<file path="config.mk">
export PLATFORM = sky130hd
export DESIGN_NAME = color_learn_ctrl
export DESIGN_NICKNAME = d
export VERILOG_FILES = /design/src/rtl/color_pkg.sv /design/src/rtl/color_learn_ctrl_btn_debounce.sv /design/src/rtl/color_learn_ctrl.sv
export SDC_FILE = /design/constraint.sdc
export NUM_CORES = 1
export LEC_CHECK = 0
export BUFFER_PORTS_ARGS = -buffer_cell sky130_fd_sc_hd__buf_2
export CAP_MARGIN = 0
export CORE_MARGIN = 1.5
export CORE_UTILIZATION = 40
export CTS_BUF_LIST = sky130_fd_sc_hd__clkbuf_4
export DETAILED_ROUTE_END_ITERATION = 8
export PLACE_DENSITY_LB_ADDON = 0.1
export SYNTH_ARGS = -nofsm -noshare
export SYNTH_HDL_FRONTEND = slang
export SYNTH_SLANG_ARGS = --single-unit
</file>
<file path="constraint.sdc">
create_clock -name PClk -period 4.4 [get_ports PClk]
set_input_delay 0.88 -clock PClk [delete_from_list [all_inputs] [get_ports PClk]]
set_output_delay 0.88 -clock PClk [all_outputs]
set_load 0.1 [all_outputs]
</file>
<file path="src/rtl/color_pkg.sv">
`default_nettype none
// ============================================================================
// Package : color_pkg
// Shared state encoding, constants and helpers for target-colour learning.
// Rev     : 1.0  initial release
// ============================================================================
package color_pkg;

  typedef enum logic [2:0] {
    ST_IDLE   = 3'd0,
    ST_ARM    = 3'd1,
    ST_ACCUM  = 3'd2,
    ST_EVAL   = 3'd3,
    ST_COMMIT = 3'd4,
    ST_FAIL   = 3'd5
  } learn_state_e;

  localparam logic [23:0] HSV_NONE = 24'hFFFFFF;
  localparam int          NUM_CH   = 3;

  // Half-open span test: base <= pos < base + side.
  function automatic logic in_span(input logic [31:0] pos,
                                   input logic [31:0] base,
                                   input logic [31:0] side);
    return (pos >= base) && (pos < (base + side));
  endfunction

  // Plain unsigned distance; hue is deliberately not treated as circular.
  function automatic logic [7:0] abs_diff8(input logic [7:0] a,
                                           input logic [7:0] b);
    return (a > b) ? (a - b) : (b - a);
  endfunction

endpackage
`default_nettype wire

</file>
<file path="src/rtl/color_learn_ctrl_btn_debounce.sv">
`default_nettype none
// ============================================================================
// Module : btn_debounce
// Two-flop synchroniser, stability counter and one-cycle rising-edge pulse.
// Rev    : 1.0  initial release
// ============================================================================
module btn_debounce #(
  parameter int unsigned DEBOUNCE_CYC = 250000
) (
  input  logic clk_i,
  input  logic rst_ni,
  input  logic btn_i,
  output logic press_o
);

  localparam int unsigned      CNT_W    = (DEBOUNCE_CYC > 1) ? $clog2(DEBOUNCE_CYC) : 1;
  localparam logic [CNT_W-1:0] CNT_LAST = CNT_W'(DEBOUNCE_CYC - 1);

  logic [1:0]       sync_q;
  logic             stable_q, stable_d;
  logic [CNT_W-1:0] cnt_q, cnt_d;
  logic             press_q, press_d;

  // The counter only runs while the synchronised level disagrees with the
  // accepted level, so any bounce restarts the qualification window.
  always_comb begin
    stable_d = stable_q;
    cnt_d    = '0;
    press_d  = 1'b0;
    if (sync_q[1] != stable_q) begin
      if (cnt_q == CNT_LAST) begin
        stable_d = sync_q[1];
        press_d  = sync_q[1];
      end else begin
        cnt_d = cnt_q + CNT_W'(1);
      end
    end
  end

  always_ff @(posedge clk_i or negedge rst_ni) begin
    if (!rst_ni) begin
      sync_q   <= '0;
      stable_q <= 1'b0;
      cnt_q    <= '0;
      press_q  <= 1'b0;
    end else begin
      sync_q   <= {sync_q[0], btn_i};
      stable_q <= stable_d;
      cnt_q    <= cnt_d;
      press_q  <= press_d;
    end
  end

  assign press_o = press_q;

endmodule
`default_nettype wire

</file>
<file path="src/rtl/color_learn_ctrl.sv">
`default_nettype none
// ============================================================================
// Module : color_learn_ctrl
// Learns a target HSV colour from the centre window over agreeing frames.
// Rev    : 1.0  initial release
// ============================================================================
module color_learn_ctrl
  import color_pkg::*;
#(
  parameter int unsigned DEBOUNCE_CYC = 250000,
  parameter int unsigned WIN_H0       = 144,
  parameter int unsigned WIN_V0       = 104,
  parameter int unsigned WIN_LOG2     = 5,
  parameter int unsigned RESULT_LINE  = 239,
  parameter int unsigned N_STABLE     = 3,
  parameter int unsigned TOL          = 8,
  parameter int unsigned MAX_TRIES    = 8
) (
  input  logic        PClk,
  input  logic        rst_n,
  input  logic        btn_ColorExtract,
  input  logic        sw_ColorClear,
  input  logic [11:0] VtcHCnt,
  input  logic [10:0] VtcVCnt,
  input  logic [23:0] HSV24,
  output logic [23:0] HSV_detect,
  output logic        learn_busy,
  output logic        learn_valid,
  output logic        learn_fail,
  output logic        win_active
);

  localparam int unsigned SUM_W     = 8 + 2 * WIN_LOG2;
  localparam int unsigned AVG_SHIFT = 2 * WIN_LOG2;
  localparam int unsigned STB_W     = $clog2(N_STABLE + 1);
  localparam int unsigned TRY_W     = $clog2(MAX_TRIES + 1);
  localparam logic [31:0] WIN_SIDE  = 32'(1) << WIN_LOG2;

  learn_state_e state_q, state_d;

  logic [NUM_CH-1:0][SUM_W-1:0] sum_q, sum_d;
  logic [NUM_CH-1:0][7:0]       ref_q, ref_d;
  logic [NUM_CH-1:0][7:0]       avg;
  logic [STB_W-1:0]             stable_q, stable_d;
  logic [TRY_W-1:0]             tries_q, tries_d;
  logic [23:0]                  hsv_q, hsv_d;
  logic                         valid_q, valid_d;
  logic [1:0]                   clr_sync_q;

  logic                         press;
  logic                         press_ok;
  logic                         clear;
  logic                         frame_start;
  logic                         result_stb;
  logic                         win_hit;
  logic                         eval_within;
  logic [NUM_CH-1:0][7:0]       eval_ref;
  logic [STB_W-1:0]             eval_stable;
  logic [TRY_W-1:0]             eval_tries;

  btn_debounce #(
    .DEBOUNCE_CYC (DEBOUNCE_CYC)
  ) u_btn_debounce (
    .clk_i   (PClk),
    .rst_ni  (rst_n),
    .btn_i   (btn_ColorExtract),
    .press_o (press)
  );

  always_ff @(posedge PClk or negedge rst_n) begin
    if (!rst_n) begin
      clr_sync_q <= '0;
    end else begin
      clr_sync_q <= {clr_sync_q[0], sw_ColorClear};
    end
  end

  assign clear       = clr_sync_q[1];
  assign press_ok    = press && !clear;
  assign frame_start = (VtcVCnt == 11'd1) && (VtcHCnt == 12'd1);
  assign result_stb  = (VtcVCnt == 11'(RESULT_LINE)) && (VtcHCnt == 12'd0);
  assign win_hit     = in_span(32'(VtcHCnt), 32'(WIN_H0), WIN_SIDE) &&
                       in_span(32'(VtcVCnt), 32'(WIN_V0), WIN_SIDE);
  assign win_active  = win_hit;

  // Frame evaluation: window sums never overflow, so a shift is the mean.
  always_comb begin
    eval_within = 1'b1;
    for (int i = 0; i < NUM_CH; i++) begin
      avg[i] = 8'(sum_q[i] >> AVG_SHIFT);
      if (abs_diff8(avg[i], ref_q[i]) > 8'(TOL)) begin
        eval_within = 1'b0;
      end
    end

    eval_ref    = ref_q;
    eval_stable = stable_q;
    eval_tries  = tries_q;
    if (stable_q == '0) begin
      eval_ref    = avg;
      eval_stable = STB_W'(1);
    end else if (eval_within) begin
      eval_stable = stable_q + STB_W'(1);
    end else begin
      eval_ref    = avg;
      eval_stable = STB_W'(1);
      eval_tries  = tries_q + TRY_W'(1);
    end
  end

  always_ff @(posedge PClk or negedge rst_n) begin
    if (!rst_n) begin
      state_q <= ST_IDLE;
    end else begin
      state_q <= state_d;
    end
  end

  always_comb begin
    state_d = state_q;
    case (state_q)
      ST_IDLE:   if (press_ok) state_d = ST_ARM;
      ST_ARM:    if (frame_start) state_d = ST_ACCUM;
      ST_ACCUM:  if (result_stb) state_d = ST_EVAL;
      ST_EVAL: begin
        if (eval_stable == STB_W'(N_STABLE)) begin
          state_d = ST_COMMIT;
        end else if (eval_tries == TRY_W'(MAX_TRIES)) begin
          state_d = ST_FAIL;
        end else begin
          state_d = ST_ARM;
        end
      end
      ST_COMMIT: state_d = ST_IDLE;
      ST_FAIL:   state_d = ST_IDLE;
      default:   state_d = ST_IDLE;
    endcase
    if (clear) begin
      state_d = ST_IDLE;
    end
  end

  always_comb begin
    learn_busy  = (state_q != ST_IDLE);
    learn_fail  = (state_q == ST_FAIL);
    learn_valid = valid_q;
    HSV_detect  = hsv_q;
  end

  // Clear is applied last so it overrides a commit landing in the same cycle.
  always_comb begin
    sum_d    = sum_q;
    ref_d    = ref_q;
    stable_d = stable_q;
    tries_d  = tries_q;
    hsv_d    = hsv_q;
    valid_d  = valid_q;
    case (state_q)
      ST_IDLE: begin
        if (press_ok) begin
          stable_d = '0;
          tries_d  = '0;
        end
      end
      ST_ARM: begin
        if (frame_start) begin
          sum_d = '0;
        end
      end
      ST_ACCUM: begin
        if (win_hit) begin
          for (int i = 0; i < NUM_CH; i++) begin
            sum_d[i] = sum_q[i] + SUM_W'(HSV24[8*i +: 8]);
          end
        end
      end
      ST_EVAL: begin
        ref_d    = eval_ref;
        stable_d = eval_stable;
        tries_d  = eval_tries;
      end
      ST_COMMIT: begin
        hsv_d   = ref_q;
        valid_d = 1'b1;
      end
      default: ;
    endcase
    if (clear) begin
      hsv_d   = HSV_NONE;
      valid_d = 1'b0;
    end
  end

  always_ff @(posedge PClk or negedge rst_n) begin
    if (!rst_n) begin
      sum_q    <= '0;
      ref_q    <= '0;
      stable_q <= '0;
      tries_q  <= '0;
      hsv_q    <= HSV_NONE;
      valid_q  <= 1'b0;
    end else begin
      sum_q    <= sum_d;
      ref_q    <= ref_d;
      stable_q <= stable_d;
      tries_q  <= tries_d;
      hsv_q    <= hsv_d;
      valid_q  <= valid_d;
    end
  end

endmodule
`default_nettype wire

</file>
### Word level (Yosys, flattened, before mapping)

Index checks and enable logic that the tools add are counted.

| storage, ports and cells | value |
|---|---|
| output and inout bits | 28 |
| register bits after elaboration | 136 |

| operators by class | value |
|---|---|
| equal/unequal tests | 19 |
| $lt $le $gt $ge | 10 |
| mux-type cells | 34 |
| $add $sub $neg | 12 |
| reduce and logical (&&, ||, !) cells | 19 |

Operator list:

| kind | count |
|---|---|
| $mux 54 | 2 |
| $pmux 54 s2 | 1 |
| $mux 24 | 4 |
| $add 18x8->18 | 3 |
| $sub 8x8->8 | 6 |
| $mux 18 | 2 |
| $gt 8x4->1 const B | 3 |
| $gt 8x8->1 | 3 |
| $mux 8 | 3 |
| $add 18x1->18 const B | 1 |
| $eq 18x18->1 const B | 1 |
| $mux 3 | 6 |
| $eq 12x1->1 const B | 1 |
| $ge 12x8->1 const B | 1 |
| $logic_not 12->1 | 1 |
| $lt 12x8->1 const B | 1 |
| $mux 4 | 3 |
| $pmux 3 s4 | 1 |
| $eq 11x1->1 const B | 1 |
| $eq 11x8->1 const B | 1 |
| $ge 11x7->1 const B | 1 |
| $lt 11x8->1 const B | 1 |
| $ne 3x3->1 const B | 3 |
| $pmux 4 s2 | 1 |
| other kinds (21) | 43 |

### Depth between registers and ports, before layout

| logic depth | value |
|---|---|
| depth in word-level cells | 13 |
| mapped depth | 14 |
| mapped depth without buffers | 13 |

### Hierarchy

Synthesis repeated with hierarchy kept, for this count alone.

| unflattened totals | value |
|---|---|
| cell total of the unflattened synthesis | 905 |
| area, all modules | 8964.8 um^2 |

By module, submodules not included:

| module | instances | area an instance (um^2) | cells an instance |
|---|---|---|---|
| color_learn_ctrl | 1 | 7905.1 | 805 |
| btn_debounce | 1 | 1059.8 | 100 |

### Least setup slack after synthesis

Ideal clock, no wire load.

| timing path | value |
|---|---|
| kind | in2out |
| start point | input VtcHCnt[6] |
| end point | output win_active |
| setup slack | 0.566 ns |
| stages on the path | 4 |
| required time | 3.520 ns |
| data arrival time | 2.954 ns |
| cell sequence | or4_1 -> nor2_2 -> nand3_2 -> nor2_1 |

| on the way | value |
|---|---|
| cells in the longest elaborated chain, start to end | 3 |
| elaborated cells between the ends (all ways) | 4 |
| classes of those cells | order compare: 2; reduce/logical: 2 |

RTL lines:

| element | RTL line | text |
|---|---|---|
| start: declaration | color_learn_ctrl.sv:23 | `input logic [11:0] VtcHCnt,` |
| $ge 12x8->1 or $lt 12x8->1 (tied branches) | color_pkg.sv:25 | `return (pos >= base) && (pos < (base + side));` |
| $logic_and 1x1->1 (*) | color_pkg.sv:25 |  |
| $logic_and 1x1->1 (*) | color_learn_ctrl.sv:82 | `assign win_hit = in_span(32'(VtcHCnt), 32'(WIN_H0), WIN_SIDE) &&` |
| end: declaration | color_learn_ctrl.sv:30 | `output logic win_active` |

Mark *: on every way between the ends. The rest lies on a longest branch, timed or not.

### Worst setup path in the final report

| timing path | value |
|---|---|
| start point | register sum_q (netlist bit avg[8]) |
| end point | register ref_q[7] in the netlist's numbering |

| on the way | value |
|---|---|
| cells in the longest elaborated chain, start to end | 7 |
| elaborated cells between the ends (all ways) | 9 |
| classes of those cells | add/sub: 2; order compare: 2; eq/ne: 1; mux: 3; reduce/logical: 1 |

RTL lines:

| element | RTL line | text |
|---|---|---|
| start: declaration | color_learn_ctrl.sv:41 | `logic [NUM_CH-1:0][SUM_W-1:0] sum_q, sum_d;` |
| start signal: assignment | color_learn_ctrl.sv:203 | `sum_q <= sum_d;` |
| $sub 8x8->8 or $gt 8x8->1 (tied branches) | color_pkg.sv:31 | `return (a > b) ? (a - b) : (b - a);` |
| $mux 8 (*) | color_pkg.sv:31 |  |
| $gt 8x4->1 (*) | color_learn_ctrl.sv:91 | `if (abs_diff8(avg[i], ref_q[i]) > 8'(TOL)) begin` |
| $mux 1 (*) (2 in series) | color_learn_ctrl.sv:91 |  |
| $ne 2x1->1 (no line) (*) | - |  |
| $reduce_and 2->1 (no line) (*) | - |  |
| end signal: assignment | color_learn_ctrl.sv:204 | `ref_q <= ref_d;` |
| end: declaration | color_learn_ctrl.sv:42 | `logic [NUM_CH-1:0][7:0] ref_q, ref_d;` |

Marked as above.
A chain may end at the register's enable or synchronous reset.

==> impl_summary.md <==
Cells and area
The final-layout fill cell count is 2234. At the end of the flow the core is filled with cells to 44.44%. The area growth from synthesis to layout is 9.597%. In the final design database the tool counted 1180 nets. The share of post-route cells with drive strength above 1 is 16.13%.

Hold path
The worst hold path class is reg2reg.

Timing
The worst path meets setup with 582.3 ps of slack. The total count of hold-check failures in the final report was 0. For the pin with the worst max-slew slack, the measured transition is 994.5 ps. The final period demand of the worst path is 3818 ps. The final number of max-transition violations is 0. Setup repair after global routing left no endpoint under its margin. For the final routed database, the setup TNS stands at 0 ps.

The maximum clock frequency is 0.2619 GHz. The clock skew is 29.20 ps. The remaining max-slew budget at the tightest pin is 33.54%. Setup violations remaining at the end of the flow were counted as 0. The post-route fraction of the period consumed by the critical path is 86.77%.

Placement
The number of buffers inserted by port buffering is 78. Timing analysis after detailed placement gives a worst setup slack of 590.3 ps. At the end of routability-driven placement, the weighted congestion stood at 0.8294. The placed wire-length estimate is 14.43 mm.

Drt
The post-detailed-route wirelength per cell is 15.01 microns. Wire segments on met2 add up to 9.250 mm in the final route. Using the TritonRoute via totals, the vias-per-cell ratio works out to 5.172.

The first-iteration detailed-routing DRC count is 380. The highest layer touched by signal routing is met4. For this run, the detailed router's first-pass iteration total came to 5. The number of vias in the routed layout is 6961. The post-route antenna net violation count is 0.

After detailed routing, the number of remaining DRC violations is 0. The length of routed wiring on met1 is 10.07 mm. Wire segments on met3 add up to 718 microns in the final route.

The aggregate routed wire length is 20.21 mm.

Die
The die boundary width is 154.3 microns. In this run the count of I/O pins placed on the die edge is 79. From bottom edge to top edge, the die measures 154.3 microns. The floorplan step defined a core boundary enclosing 22570 sq um.

The die covers 23800 sq um. For this configuration, the core starts out at a cell density of 40.55%. The number of standard-cell rows in the floorplan is 55.

Power and ir drop
The static leakage is 4.722 nW. The total power after layout is 0.002112 W. The proportion of power drawn by the clock network is 36.0%. The maximum VDD drop is 0.0001440 V. The power per unit of standard cell area is 210.6 nW/um^2. The sequential fraction of design power is 59.7%. The internal power contribution is 0.001562 W. The total net switching power is 0.0005498 W. The switching portion of total power is 26.03%. The part of the power in combinational logic is 4.3%.

Clock network
The clock drives 136 sinks. The H-tree was split into 4 levels. Hold repair after CTS inserted 0 buffers. The number of setup buffers added after CTS is 0. The root buffer cell chosen for the clock tree is sky130_fd_sc_hd__clkbuf_4.

TritonCTS built the clock tree. The maximum clock path buffer count is 2. After clock tree synthesis, the repair step resized 0 gates. The TritonCTS buffer count is 17. After clock tree synthesis, the clock-pin slew on the worst setup and hold paths is 120 ps. The clock network latency to the later pin of the worst-skew pair is 550 ps.

Logic synthesis
The Yosys step of the flow raised 0 warnings. The flip-flop and latch count after synthesis is 136. Sorting the synthesized cells by how often they occur yields sky130_fd_sc_hd__nand2_1, sky130_fd_sc_hd__dfrtp_1, sky130_fd_sc_hd__inv_1. The synthesized netlist cell count is 981. The mean instance size in the synthesized netlist is 9.330 sq um. Synthesis instantiated 81 different standard cells from the library. Summing every instance area after synthesis gives 9153 sq um. The area share of the largest cell type after synthesis is 30.62%. In the synthesized netlist the async set-or-reset flop fraction comes to 100.0%.

Of all cell types, the one taking the most synthesized area is sky130_fd_sc_hd__dfrtp_1. The number of nets in the synthesized netlist is 1113. In this run, synthesis inferred 0 flip-flops with an integrated enable. For this run, the leading register cell type out of synthesis is sky130_fd_sc_hd__dfrtp_1. The fraction of the yosys area taken by sequential cells is 37.51%. By area the synthesized netlist is led by sky130_fd_sc_hd__dfrtp_1, sky130_fd_sc_hd__ha_1, sky130_fd_sc_hd__dfstp_2, sky130_fd_sc_hd__xnor2_1, sky130_fd_sc_hd__nand2_1. The cell with the most instances after synthesis is sky130_fd_sc_hd__nand2_1.

Run status
The flow ran to the end, and the final reports show no timing, DRC or antenna violations.

Critical path
The required time reported for the critical path endpoint is 4830 ps. The category of the worst setup path launch point is a flip-flop. At the worst endpoint, the arrival time is 4240 ps. STA classifies the critical path endpoint as a flip-flop. In this run the worst path has a maximum fanout of 25. The start-to-end type of the worst setup path is reg2reg.

Global routing
The number of global-route vias before repair is 6845. Global routing used 17.94% of the available tracks. The initial antenna violation count was 1. Entering global routing, the biggest net connects 83 pins. The wire length of the first global-routing pass is 34.47 mm.

After global routing the overflow that remains totals 0.

Flow run
Across the run, the number of max-cap violations was 0.
==> power groups by stage <==
stage	combinational, W	clock [W]	sequential, W
global route	0.000105	0.000862	0.00126
CTS	0.0000939	0.000801	0.00126
global placement	0.0000919	0	0.00129
detailed placement	0.0000934	0	0.00128
floorplan	0.0000361	0	0.00128
finish	0.0000900	0.000761	0.00126
==> per-stage QoR <==
step,hold slack [ps],std cells,area [sq um]
2_1_floorplan,331.2,981,9153
3_3_place_gp,344.5,1314,9789
3_5_place_dp,341.0,1314,9789
4_1_cts,369.6,1345,10030
5_1_grt,348.9,1346,10030
6_report,366.9,1346,10030
==> metal layers <==
layer  GRT usage [%]  vias up
met5               0        -
met4           3.800        0
met3           3.755       10
met2           28.55      106
met1           25.23     3291
li1                -     3554
==> critical path: stages, from the launching register on <==
cell and delay [ps]:
sky130_fd_sc_hd__dfrtp_1 360, sky130_fd_sc_hd__inv_1 110, sky130_fd_sc_hd__ha_1 250, sky130_fd_sc_hd__fa_1 400, sky130_fd_sc_hd__nand2b_1 170, sky130_fd_sc_hd__a21oi_2 240, sky130_fd_sc_hd__o211ai_1 130, sky130_fd_sc_hd__o2bb2ai_2 210
sky130_fd_sc_hd__mux2i_1 200, sky130_fd_sc_hd__xnor2_1 130, sky130_fd_sc_hd__a31oi_1 160, sky130_fd_sc_hd__or4_4 610, sky130_fd_sc_hd__o21ai_4 160, sky130_fd_sc_hd__buf_12 240, sky130_fd_sc_hd__mux2_4 320
==> sequential cells by signal, indices dropped and copies added (netlist names), 2 cells and up <==
name,cells
HSV_detect,24
avg,24
clr_sync_q,2
ref_q,24
stable_q,2
state_q,3
sum_q,30
tries_q,4
u_btn_debounce.cnt_q,18
u_btn_debounce.sync_q,2
==> layout by cell type (no fill, tap or decap), drive strengths merged, types with 6 or more instances in the layout <==
cell type,Yosys,layout
nand2,126,126
dfrtp,112,112
buf,12,86
inv,73,73
ha,72,72
nor2,67,67
xnor2,57,57
a21oi,54,54
o21ai,39,39
mux2i,29,29
nand3b,26,26
dfstp,24,24
o22ai,19,19
nand3,19,19
a21o,18,18
clkbuf,26,17
xor2,16,16
nor4,15,15
nor3,14,14
o21bai,12,12
nor2b,12,12
or3,11,11
or4,11,11
clkinv,0,11
nand4,10,10
and3,9,9
nand2b,9,9
fa,9,9
nor4b,7,7
o211ai,7,7
mux2,7,7
a31oi,6,6
==> worst paths after layout <==
kind	startpoint	slack, ps	end	cells after the start
max	avg[8]$_DFFE_PN0P_	580	ref_q[7]$_DFFE_PN0P_	14
min	u_btn_debounce.sync_q[0]$_DFF_PN0_	370	u_btn_debounce.sync_q[1]$_DFF_PN0_	0
min reg2reg	u_btn_debounce.sync_q[0]$_DFF_PN0_	370	u_btn_debounce.sync_q[1]$_DFF_PN0_	0
max reg2reg	avg[8]$_DFFE_PN0P_	580	ref_q[7]$_DFFE_PN0P_	14
max in group asynchronous	rst_n	3230	avg[19]$_DFFE_PN0P_	2
min in group asynchronous	rst_n	390	tries_q[3]$_DFFE_PN0P_	1
==> logic make-up (layout without fill, tap and decap cells) <==
| group | Yosys count | in the layout | synth area share (%) |
|---|---|---|---|
| xor+xnor | 73 | 73 | 6.986 |
| flops | 136 | 136 | 37.51 |
| other cells | 0 | 1 | 0 |
| simple gates | 356 | 356 | 20.44 |
| mux | 36 | 36 | 4.156 |
| buf+inv | 111 | 190 | 5.195 |
| compound gates | 188 | 188 | 13.90 |
| fa+ha+maj | 81 | 81 | 11.81 |
==> final cells by class <==
class / instances / area [sq um] / share of cell area, %
diodes: 1 / 2.502 / 0.02495
multi-input cells: 734 / 5244 / 52.28
inverters: 73 / 274.0 / 2.732
flip-flops and latches: 136 / 3433 / 34.23
repair buffers: 86 / 481.7 / 4.802
clock buffers: 17 / 127.6 / 1.272
clock inverters: 14 / 111.4 / 1.110
well taps: 285 / 356.6 / 3.555
Power figures use the tool's default switching activity.
